<file path="src/rtl/mem_bus_arbiter_if.sv">
// Signal bundle between the IF/MEM requesters, the arbiter and the shared memory bus.
// master = arbiter view, slave = requesters/memory view.
interface mem_bus_arbiter_if;
    logic        if_req;
    logic [31:0] if_addr;
    logic [31:0] if_rdata;
    logic        if_ack;
    logic        mem_req;
    logic        mem_we;
    logic [31:0] mem_addr;
    logic [31:0] mem_wdata;
    logic [31:0] mem_rdata;
    logic        mem_ack;
    logic        bus_req;
    logic        bus_we;
    logic [31:0] bus_addr;
    logic [31:0] bus_wdata;
    logic [31:0] bus_rdata;
    logic        MIO_ready;
    logic        stall;
    logic        bus_err;

    modport master (
        input  if_req, if_addr, mem_req, mem_we, mem_addr, mem_wdata, bus_rdata, MIO_ready,
        output if_rdata, if_ack, mem_rdata, mem_ack, bus_req, bus_we, bus_addr, bus_wdata,
               stall, bus_err
    );

    modport slave (
        output if_req, if_addr, mem_req, mem_we, mem_addr, mem_wdata, bus_rdata, MIO_ready,
        input  if_rdata, if_ack, mem_rdata, mem_ack, bus_req, bus_we, bus_addr, bus_wdata,
               stall, bus_err
    );
endinterface

</file>
<file path="src/rtl/mem_bus_arbiter.sv">
// Round-robin arbiter sharing one memory bus between instruction fetch and the MEM stage.
// Define ARB_TIMEOUT_EN to abort grants after TIMEOUT_CYCLES without MIO_ready (sets sticky bus_err).
module mem_bus_arbiter #(
    parameter int unsigned TIMEOUT_CYCLES = 32'd255
) (
    input  logic              clk,
    input  logic              rst_n,
    mem_bus_arbiter_if.master bus_if
);
    typedef enum logic [1:0] {
        IDLE      = 2'd0,
        GRANT_MEM = 2'd1,
        GRANT_IF  = 2'd2
    } state_e;

    localparam logic LG_MEM = 1'b0;
    localparam logic LG_IF  = 1'b1;

    state_e      state_q, state_d;
    logic        last_grant_q, last_grant_d;
    logic        bus_req_q, bus_req_d;
    logic        bus_we_q, bus_we_d;
    logic [31:0] bus_addr_q, bus_addr_d;
    logic [31:0] bus_wdata_q, bus_wdata_d;
    logic [31:0] if_rdata_q, if_rdata_d;
    logic [31:0] mem_rdata_q, mem_rdata_d;
    logic        if_ack_q, if_ack_d;
    logic        mem_ack_q, mem_ack_d;
    logic        timeout_s;
    logic [31:0] rdata_in_s;

`ifdef ARB_TIMEOUT_EN
    localparam int unsigned TMO_W = $clog2(TIMEOUT_CYCLES + 32'd1);
    localparam logic [TMO_W-1:0] TMO_LAST = TMO_W'(TIMEOUT_CYCLES - 32'd1);

    logic [TMO_W-1:0] tmo_cnt_q, tmo_cnt_d;
    logic             bus_err_q, bus_err_d;

    // Abort fires on the edge where the wait count reaches TIMEOUT_CYCLES.
    assign timeout_s = (state_q != IDLE) && !bus_if.MIO_ready && (tmo_cnt_q == TMO_LAST);
    assign bus_if.bus_err = bus_err_q;
`else
    logic [31:0] cfg_unused_s;

    assign cfg_unused_s   = 32'(TIMEOUT_CYCLES);
    assign timeout_s      = 1'b0;
    assign bus_if.bus_err = 1'b0;
`endif

    assign rdata_in_s = timeout_s ? 32'hDEADBEEF : bus_if.bus_rdata;

    // Next-state and next-output computation for the arbiter FSM.
    always_comb begin
        state_d      = state_q;
        last_grant_d = last_grant_q;
        bus_req_d    = bus_req_q;
        bus_we_d     = bus_we_q;
        bus_addr_d   = bus_addr_q;
        bus_wdata_d  = bus_wdata_q;
        if_rdata_d   = if_rdata_q;
        mem_rdata_d  = mem_rdata_q;
        if_ack_d     = 1'b0;
        mem_ack_d    = 1'b0;
`ifdef ARB_TIMEOUT_EN
        tmo_cnt_d    = tmo_cnt_q;
        bus_err_d    = bus_err_q;
`endif
        case (state_q)
            IDLE: begin
`ifdef ARB_TIMEOUT_EN
                tmo_cnt_d = {TMO_W{1'b0}};
`endif
                // MEM wins a tie only when IF was served last.
                if (bus_if.mem_req && (!bus_if.if_req || (last_grant_q == LG_IF))) begin
                    state_d     = GRANT_MEM;
                    bus_req_d   = 1'b1;
                    bus_we_d    = bus_if.mem_we;
                    bus_addr_d  = bus_if.mem_addr;
                    bus_wdata_d = bus_if.mem_wdata;
                end else if (bus_if.if_req) begin
                    state_d     = GRANT_IF;
                    bus_req_d   = 1'b1;
                    bus_we_d    = 1'b0;
                    bus_addr_d  = bus_if.if_addr;
                    bus_wdata_d = 32'h0000_0000;
                end else begin
                    state_d = IDLE;
                end
            end
            GRANT_MEM, GRANT_IF: begin
                if (bus_if.MIO_ready || timeout_s) begin
                    state_d   = IDLE;
                    bus_req_d = 1'b0;
                    if (state_q == GRANT_MEM) begin
                        mem_ack_d    = 1'b1;
                        last_grant_d = LG_MEM;
                        if (!bus_we_q) begin
                            mem_rdata_d = rdata_in_s;
                        end else begin
                            mem_rdata_d = mem_rdata_q;
                        end
                    end else begin
                        if_ack_d     = 1'b1;
                        last_grant_d = LG_IF;
                        if_rdata_d   = rdata_in_s;
                    end
                end else begin
                    state_d = state_q;
                end
`ifdef ARB_TIMEOUT_EN
                if (!bus_if.MIO_ready) begin
                    tmo_cnt_d = tmo_cnt_q + TMO_W'(1);
                end else begin
                    tmo_cnt_d = tmo_cnt_q;
                end
                bus_err_d = bus_err_q | timeout_s;
`endif
            end
            default: begin
                state_d   = IDLE;
                bus_req_d = 1'b0;
            end
        endcase
    end

    // State and output registers; reset abandons any transaction in flight.
    always_ff @(posedge clk or negedge rst_n) begin
        if (!rst_n) begin
            state_q      <= IDLE;
            last_grant_q <= LG_IF;
            bus_req_q    <= 1'b0;
            bus_we_q     <= 1'b0;
            bus_addr_q   <= 32'h0000_0000;
            bus_wdata_q  <= 32'h0000_0000;
            if_rdata_q   <= 32'h0000_0000;
            mem_rdata_q  <= 32'h0000_0000;
            if_ack_q     <= 1'b0;
            mem_ack_q    <= 1'b0;
`ifdef ARB_TIMEOUT_EN
            tmo_cnt_q    <= {TMO_W{1'b0}};
            bus_err_q    <= 1'b0;
`endif
        end else begin
            state_q      <= state_d;
            last_grant_q <= last_grant_d;
            bus_req_q    <= bus_req_d;
            bus_we_q     <= bus_we_d;
            bus_addr_q   <= bus_addr_d;
            bus_wdata_q  <= bus_wdata_d;
            if_rdata_q   <= if_rdata_d;
            mem_rdata_q  <= mem_rdata_d;
            if_ack_q     <= if_ack_d;
            mem_ack_q    <= mem_ack_d;
`ifdef ARB_TIMEOUT_EN
            tmo_cnt_q    <= tmo_cnt_d;
            bus_err_q    <= bus_err_d;
`endif
        end
    end

    assign bus_if.bus_req   = bus_req_q;
    assign bus_if.bus_we    = bus_we_q;
    assign bus_if.bus_addr  = bus_addr_q;
    assign bus_if.bus_wdata = bus_wdata_q;
    assign bus_if.if_rdata  = if_rdata_q;
    assign bus_if.mem_rdata = mem_rdata_q;
    assign bus_if.if_ack    = if_ack_q;
    assign bus_if.mem_ack   = mem_ack_q;
    assign bus_if.stall     = (bus_if.if_req & ~if_ack_q) | (bus_if.mem_req & ~mem_ack_q);
endmodule

</file>
<file path="src/flat_wrapper.sv">
// flat-port wrapper written by rule: the top's interface ports become plain ports
module mem_bus_arbiter_flat 
#(
    parameter int unsigned TIMEOUT_CYCLES = 32'd255
)
  (clk, rst_n, bus_if_if_req, bus_if_if_addr, bus_if_mem_req, bus_if_mem_we, bus_if_mem_addr, bus_if_mem_wdata, bus_if_bus_rdata, bus_if_MIO_ready, bus_if_if_rdata, bus_if_if_ack, bus_if_mem_rdata, bus_if_mem_ack, bus_if_bus_req, bus_if_bus_we, bus_if_bus_addr, bus_if_bus_wdata, bus_if_stall, bus_if_bus_err);
  mem_bus_arbiter_if bus_if_i ();
  input  logic clk;
  input  logic rst_n;
  input wire logic [$bits(bus_if_i.if_req)-1:0] bus_if_if_req;
  input wire logic [$bits(bus_if_i.if_addr)-1:0] bus_if_if_addr;
  input wire logic [$bits(bus_if_i.mem_req)-1:0] bus_if_mem_req;
  input wire logic [$bits(bus_if_i.mem_we)-1:0] bus_if_mem_we;
  input wire logic [$bits(bus_if_i.mem_addr)-1:0] bus_if_mem_addr;
  input wire logic [$bits(bus_if_i.mem_wdata)-1:0] bus_if_mem_wdata;
  input wire logic [$bits(bus_if_i.bus_rdata)-1:0] bus_if_bus_rdata;
  input wire logic [$bits(bus_if_i.MIO_ready)-1:0] bus_if_MIO_ready;
  output wire logic [$bits(bus_if_i.if_rdata)-1:0] bus_if_if_rdata;
  output wire logic [$bits(bus_if_i.if_ack)-1:0] bus_if_if_ack;
  output wire logic [$bits(bus_if_i.mem_rdata)-1:0] bus_if_mem_rdata;
  output wire logic [$bits(bus_if_i.mem_ack)-1:0] bus_if_mem_ack;
  output wire logic [$bits(bus_if_i.bus_req)-1:0] bus_if_bus_req;
  output wire logic [$bits(bus_if_i.bus_we)-1:0] bus_if_bus_we;
  output wire logic [$bits(bus_if_i.bus_addr)-1:0] bus_if_bus_addr;
  output wire logic [$bits(bus_if_i.bus_wdata)-1:0] bus_if_bus_wdata;
  output wire logic [$bits(bus_if_i.stall)-1:0] bus_if_stall;
  output wire logic [$bits(bus_if_i.bus_err)-1:0] bus_if_bus_err;
  assign bus_if_i.if_req = bus_if_if_req;
  assign bus_if_i.if_addr = bus_if_if_addr;
  assign bus_if_i.mem_req = bus_if_mem_req;
  assign bus_if_i.mem_we = bus_if_mem_we;
  assign bus_if_i.mem_addr = bus_if_mem_addr;
  assign bus_if_i.mem_wdata = bus_if_mem_wdata;
  assign bus_if_i.bus_rdata = bus_if_bus_rdata;
  assign bus_if_i.MIO_ready = bus_if_MIO_ready;
  assign bus_if_if_rdata = bus_if_i.if_rdata;
  assign bus_if_if_ack = bus_if_i.if_ack;
  assign bus_if_mem_rdata = bus_if_i.mem_rdata;
  assign bus_if_mem_ack = bus_if_i.mem_ack;
  assign bus_if_bus_req = bus_if_i.bus_req;
  assign bus_if_bus_we = bus_if_i.bus_we;
  assign bus_if_bus_addr = bus_if_i.bus_addr;
  assign bus_if_bus_wdata = bus_if_i.bus_wdata;
  assign bus_if_stall = bus_if_i.stall;
  assign bus_if_bus_err = bus_if_i.bus_err;
  mem_bus_arbiter #(.TIMEOUT_CYCLES(TIMEOUT_CYCLES)) u_core (.clk(clk), .rst_n(rst_n), .bus_if(bus_if_i));
endmodule
</file>
<file path="config.mk">
export PLATFORM = sky130hd
export DESIGN_NAME = mem_bus_arbiter_flat
export DESIGN_NICKNAME = d
export VERILOG_FILES = /design/src/rtl/mem_bus_arbiter_if.sv /design/src/rtl/mem_bus_arbiter.sv /design/src/flat_wrapper.sv
export SDC_FILE = /design/constraint.sdc
export NUM_CORES = 1
export LEC_CHECK = 0
export CAP_MARGIN = 20
export CORE_ASPECT_RATIO = 0.8
export CORE_MARGIN = 2
export CORE_UTILIZATION = 40
export CTS_CLUSTER_SIZE = 12
export DETAILED_ROUTE_END_ITERATION = 7
export PLACE_DENSITY = 0.82
export RECOVER_POWER = 25
export SLEW_MARGIN = 5
export SYNTH_ARGS = -nofsm -noshare
export SYNTH_HDL_FRONTEND = slang
export SYNTH_SLANG_ARGS = --single-unit
</file>
<file path="constraint.sdc">
create_clock -name clk -period 2 [get_ports clk]
set_input_delay 0.5 -clock clk [delete_from_list [all_inputs] [get_ports clk]]
set_output_delay 0.5 -clock clk [all_outputs]
set_load 0.1 [all_outputs]
</file>
Yosys cells after proc, flatten, opt, wreduce, memory -nomap -nowiden
Index checks and enable logic that the tools add are counted.
- bits in registers: 135
- output and inout port bits: 134
- equality and inequality tests: 4
- mux-type cells: 20
- bitwise logic cells: 7
- reduce and logical (&&, ||, !) cells: 11
- operators with widths (kind ; count):
    $mux 32 ; 4
    $mux 1 ; 11
    $mux 2 ; 3
    $reduce_and 2->1 ; 3
    $not 1->1 ; 4
    $pmux 2 s2 ; 1
    $reduce_and 4->1 ; 1
    $ne 3x2->1 const B ; 1
    $reduce_and 3->1 ; 1
    $and 1x1->1 ; 2
    $eq 2x1->1 const B ; 1
    $eq 2x2->1 const B ; 1
    $logic_not 2->1 ; 1
    $ne 2x2->1 const B ; 1
    $pmux 1 s2 ; 1
    $reduce_bool 2->1 ; 1
    $reduce_or 2->1 ; 1
    $logic_and 1x1->1 ; 1
    $logic_not 1->1 ; 1
    $logic_or 1x1->1 ; 1
    $or 1x1->1 ; 1

Longest topological paths before layout
- depth in word-level cells: 5
- depth in mapped cells: 8

Least setup slack after synthesis
Ideal clock, no wire load.
- path kind: input to output
- start: in bus_if_mem_req
- end: out bus_if_stall
- arrival time: 2.396 ns
- data required time: 1.500 ns
- setup slack: -0.896 ns
- stages: 4
- buffers on the path: 2
- cells stage by stage: buf_2 inv_2 clkbuf_1 o22ai_1
- word-level cells in the longest chain between the ends: 2
- ends and longest elaborated chain (item ; line ; text):
    start: declaration ; flat_wrapper.sv:12 ; input wire logic [$bits(bus_if_i.mem_req)-1:0] bus_if_mem_req;
    $and 1x1->1 ; mem_bus_arbiter.sv:169 ; assign bus_if.stall = (bus_if.if_req & ~if_ack_q) | (bus_if.mem_req & ~mem_ack_q);
    $or 1x1->1 ; mem_bus_arbiter.sv:169 ;
    end: declaration ; flat_wrapper.sv:26 ; output wire logic [$bits(bus_if_i.stall)-1:0] bus_if_stall;
Every way passes these cells.

Worst setup path in the final report
- start: in bus_if_if_req
- end: out bus_if_stall
- word-level cells in the longest chain between the ends: 2
- ends and longest elaborated chain (item ; line ; text):
    start: declaration ; flat_wrapper.sv:10 ; input wire logic [$bits(bus_if_i.if_req)-1:0] bus_if_if_req;
    $and 1x1->1 ; mem_bus_arbiter.sv:169 ;
    $or 1x1->1 ; mem_bus_arbiter.sv:169 ;
Every way passes these cells.

==> results.toml <==
[critical_path]
cp_num_buf_inv = 3
critical_path.max_stage_delay_ns = 0.50
critPathArrivalTime_ns = 1.47
crit_fanout = 3
start_kind = "input port"
cp_num_cells = 4
crit_family = "buffers and inverters"
crit_chain = "clkdlybuf4s50_1 > inv_1 > o22ai_4 > buf_12"
cp-end-kind = "output port"
r2r-start = "u_core.state_q[1]"
path_class = "input port to output port"
r2r_end = "u_core.bus_if.if_rdata[2]"
reg2reg_setup_slack_ns = 0.22
crit_path_top_delay_cell = "clkdlybuf4s50_1"
required_ns = 1.50
reg2reg_depth = 7

[synth]
synthDistinctLibCells = 28
synthFlopType = "dfrtp_1"
syn_nets = 558
synth_warnings = 0
syn_avg_cell_area_um2 = 12.7
ys_seq_elements = 135
netlist_area_um2 = 5360
ys_async_sr_fraction_pct = 100
synth_enable_flop_cells = 0
seq_area_frac_synth_pct = 63.1
synthCells = 422

[global_route]
gr-total-overflow = 0
grtUsageTotal_pct = 24.1
grt_pass1_wl_mm = 26.7
antenna_found_initial = 0
grt_max_degree = 44
grt_pass1_vias = 4949

[finish]
postLayoutCoreUtil_pct = 74.2
fin_nets = 830
antenna_cells = 0
final_cells = 882
area_delta_synth_final_pct = 79.5
layout-drive-gt1-share_pct = 27.7

[sta]
finalSetupViolations = 0
post-route-period-util_pct = 98.5
skew_ns = 0.00717
max_freq_mhz = 507
maxSlewHeadroom_pct = 32.0
rsz0062_at_grt = "no"
slew_violations = 0
period_needed_ns = 1.97
hold_violations = 0
worstMarginPinSlew_ns = 1.02

[placed_design]
gp_congestion = 0.841
placed_cells = 849
post-dp-hpwl_mm = 12.2
numPortBuffers = 266

[clocking]
clk_latency_ns = 0.41
cts-root-buf = "clkbuf_16"
clock-sinks = 135
tritoncts = "yes"
htreeDepth = 4
cts_buffers = 17
clk_pin_slew_ns = 0.06
clk_path_buf_depth = 2
cts_setup_buffers = 0

[outcome]
status = "completed"

[drt]
drc = 0
drtAntennaViolNets = 0
detail_route.vias_per_cell = 5.17
vias = 4563
wl_per_cell_um = 19.2
firstDrtPassIters = 5
routed_wl_mm = 16.9
drt_iter0_drc = 200

[die]
core_area_um2 = 13000
io_pins = 268
die-area_um2 = 14300
initial_core_util_pct = 41.3
core.rowCount = 37
die_y_um = 107
die_w_um = 133

[min_path]
hold_depth = 1
worstHoldStart = "u_core.bus_if.if_rdata[0]"
hold_end = "u_core.bus_if.if_rdata[0]"
hold_class = "register to register"

[flow_run]
max_cap_viol_count = 0
-- per-stage QoR --
step / cell area, µm² / TNS [ns] / setup slack [ns] / hold WS [ns]
floorplan: 5370 / 0 / 0.00728 / 0.204
global placement: 9010 / -0.188 / -0.0133 / 0.439
detailed placement: 9010 / -1.06 / -0.0811 / 0.440
CTS: 9640 / 0 / 0.0305 / 0.495
global route: 9610 / 0 / 0.00624 / 0.503
finish: 9610 / 0 / 0.0293 / 0.491
-- timing repair --
action                    in CTS  in global routing
hold buffers                   1                  0
gates resized for setup        0                  0
hold endpoints to repair      21                  0
-- sequential cells by signal, summed over array words and instances (netlist names) --
name and count:
u_core.bus_if.bus_addr 32, u_core.bus_if.bus_req 1, u_core.bus_if.bus_wdata 32, u_core.bus_if.bus_we 1
u_core.bus_if.if_ack 1, u_core.bus_if.if_rdata 32, u_core.bus_if.mem_ack 1, u_core.bus_if.mem_rdata 32
u_core.last_grant_q 1, u_core.state_q 2
-- worst max path at each step --
stage / endpoint / start
2_1_floorplan: bus_if_stall / bus_if_mem_req
3_3_place_gp: u_core.bus_if.if_rdata[6] / bus_if_MIO_ready
3_5_place_dp: u_core.bus_if.if_rdata[2] / bus_if_MIO_ready
4_1_cts: bus_if_stall / bus_if_if_req
5_1_grt: bus_if_stall / bus_if_if_req
6_report: bus_if_stall / bus_if_if_req
-- synth_stat cells, types with 3 or more instances --
| cell | count | area, µm² |
|---|---|---|
| dfrtp_1 | 134 | 3350 |
| mux2_1 | 62 | 698 |
| a22o_1 | 33 | 289 |
| a21oi_1 | 32 | 160 |
| a31oi_1 | 32 | 200 |
| nor2_1 | 32 | 120 |
| o21ai_0 | 29 | 145 |
| clkbuf_1 | 21 | 78.8 |
| buf_2 | 12 | 60.1 |
| o21ai_1 | 6 | 30.0 |
| buf_4 | 3 | 22.5 |
| inv_1 | 3 | 11.3 |
| mux2_2 | 3 | 33.8 |
-- worst register-to-register path, stage by stage, from the launching register on --
cell,delay (ns)
dfrtp_1,0.36
inv_1,0.07
ha_1,0.29
nand2_1,0.07
or2_1,0.26
inv_4,0.10
buf_12,0.15
mux2_1,0.35
-- placed cells by master, fill, tap and decap left out, types with 29 or more instances in the layout --
| cell | count |
|---|---|
| a22o_1 | 33 |
| nor2_1 | 32 |
| buf_4 | 69 |
| a21oi_1 | 32 |
| dfrtp_1 | 134 |
| a31oi_1 | 32 |
| mux2_1 | 62 |
| clkdlybuf4s50_1 | 132 |
| buf_12 | 84 |
| o21ai_0 | 29 |
-- cells by family (layout without fill, tap and decap cells) --
kind of cell,Yosys count,after routing,share of synthesized area (%)
and+or+nand+nor,41,41,3.20
other,1,1,0.0700
adders and majority gates,2,2,0.467
buffers and inverters,41,326,3.41
muxes,65,65,13.7
AOI/OAI and AO/OA,137,137,16.1
DFF,135,135,63.1
-- layout make-up --
type / instances / area [µm²]
clock buffers: 19 / 443
clock inverters: 13 / 170
fillers: 815 / 3350
inverters: 5 / 21.3
multi-input cells: 246 / 1820
flip-flops and latches: 135 / 3380
well taps: 175 / 219
repair buffers: 289 / 3560
-- layer usage --
metal	up-vias	share of wire [%]	GRT usage [%]	wire length, µm
met5	-	0	0	0
met4	0	2.0	8.97	337
met3	28	9.8	8.95	1660
met2	223	51	40.9	8560
met1	2233	38	28.2	6380
li1	2079	-	-	-
Power is not shown: default switching activity piles up to over one toggle a cycle in this logic, so the estimate is an artifact.
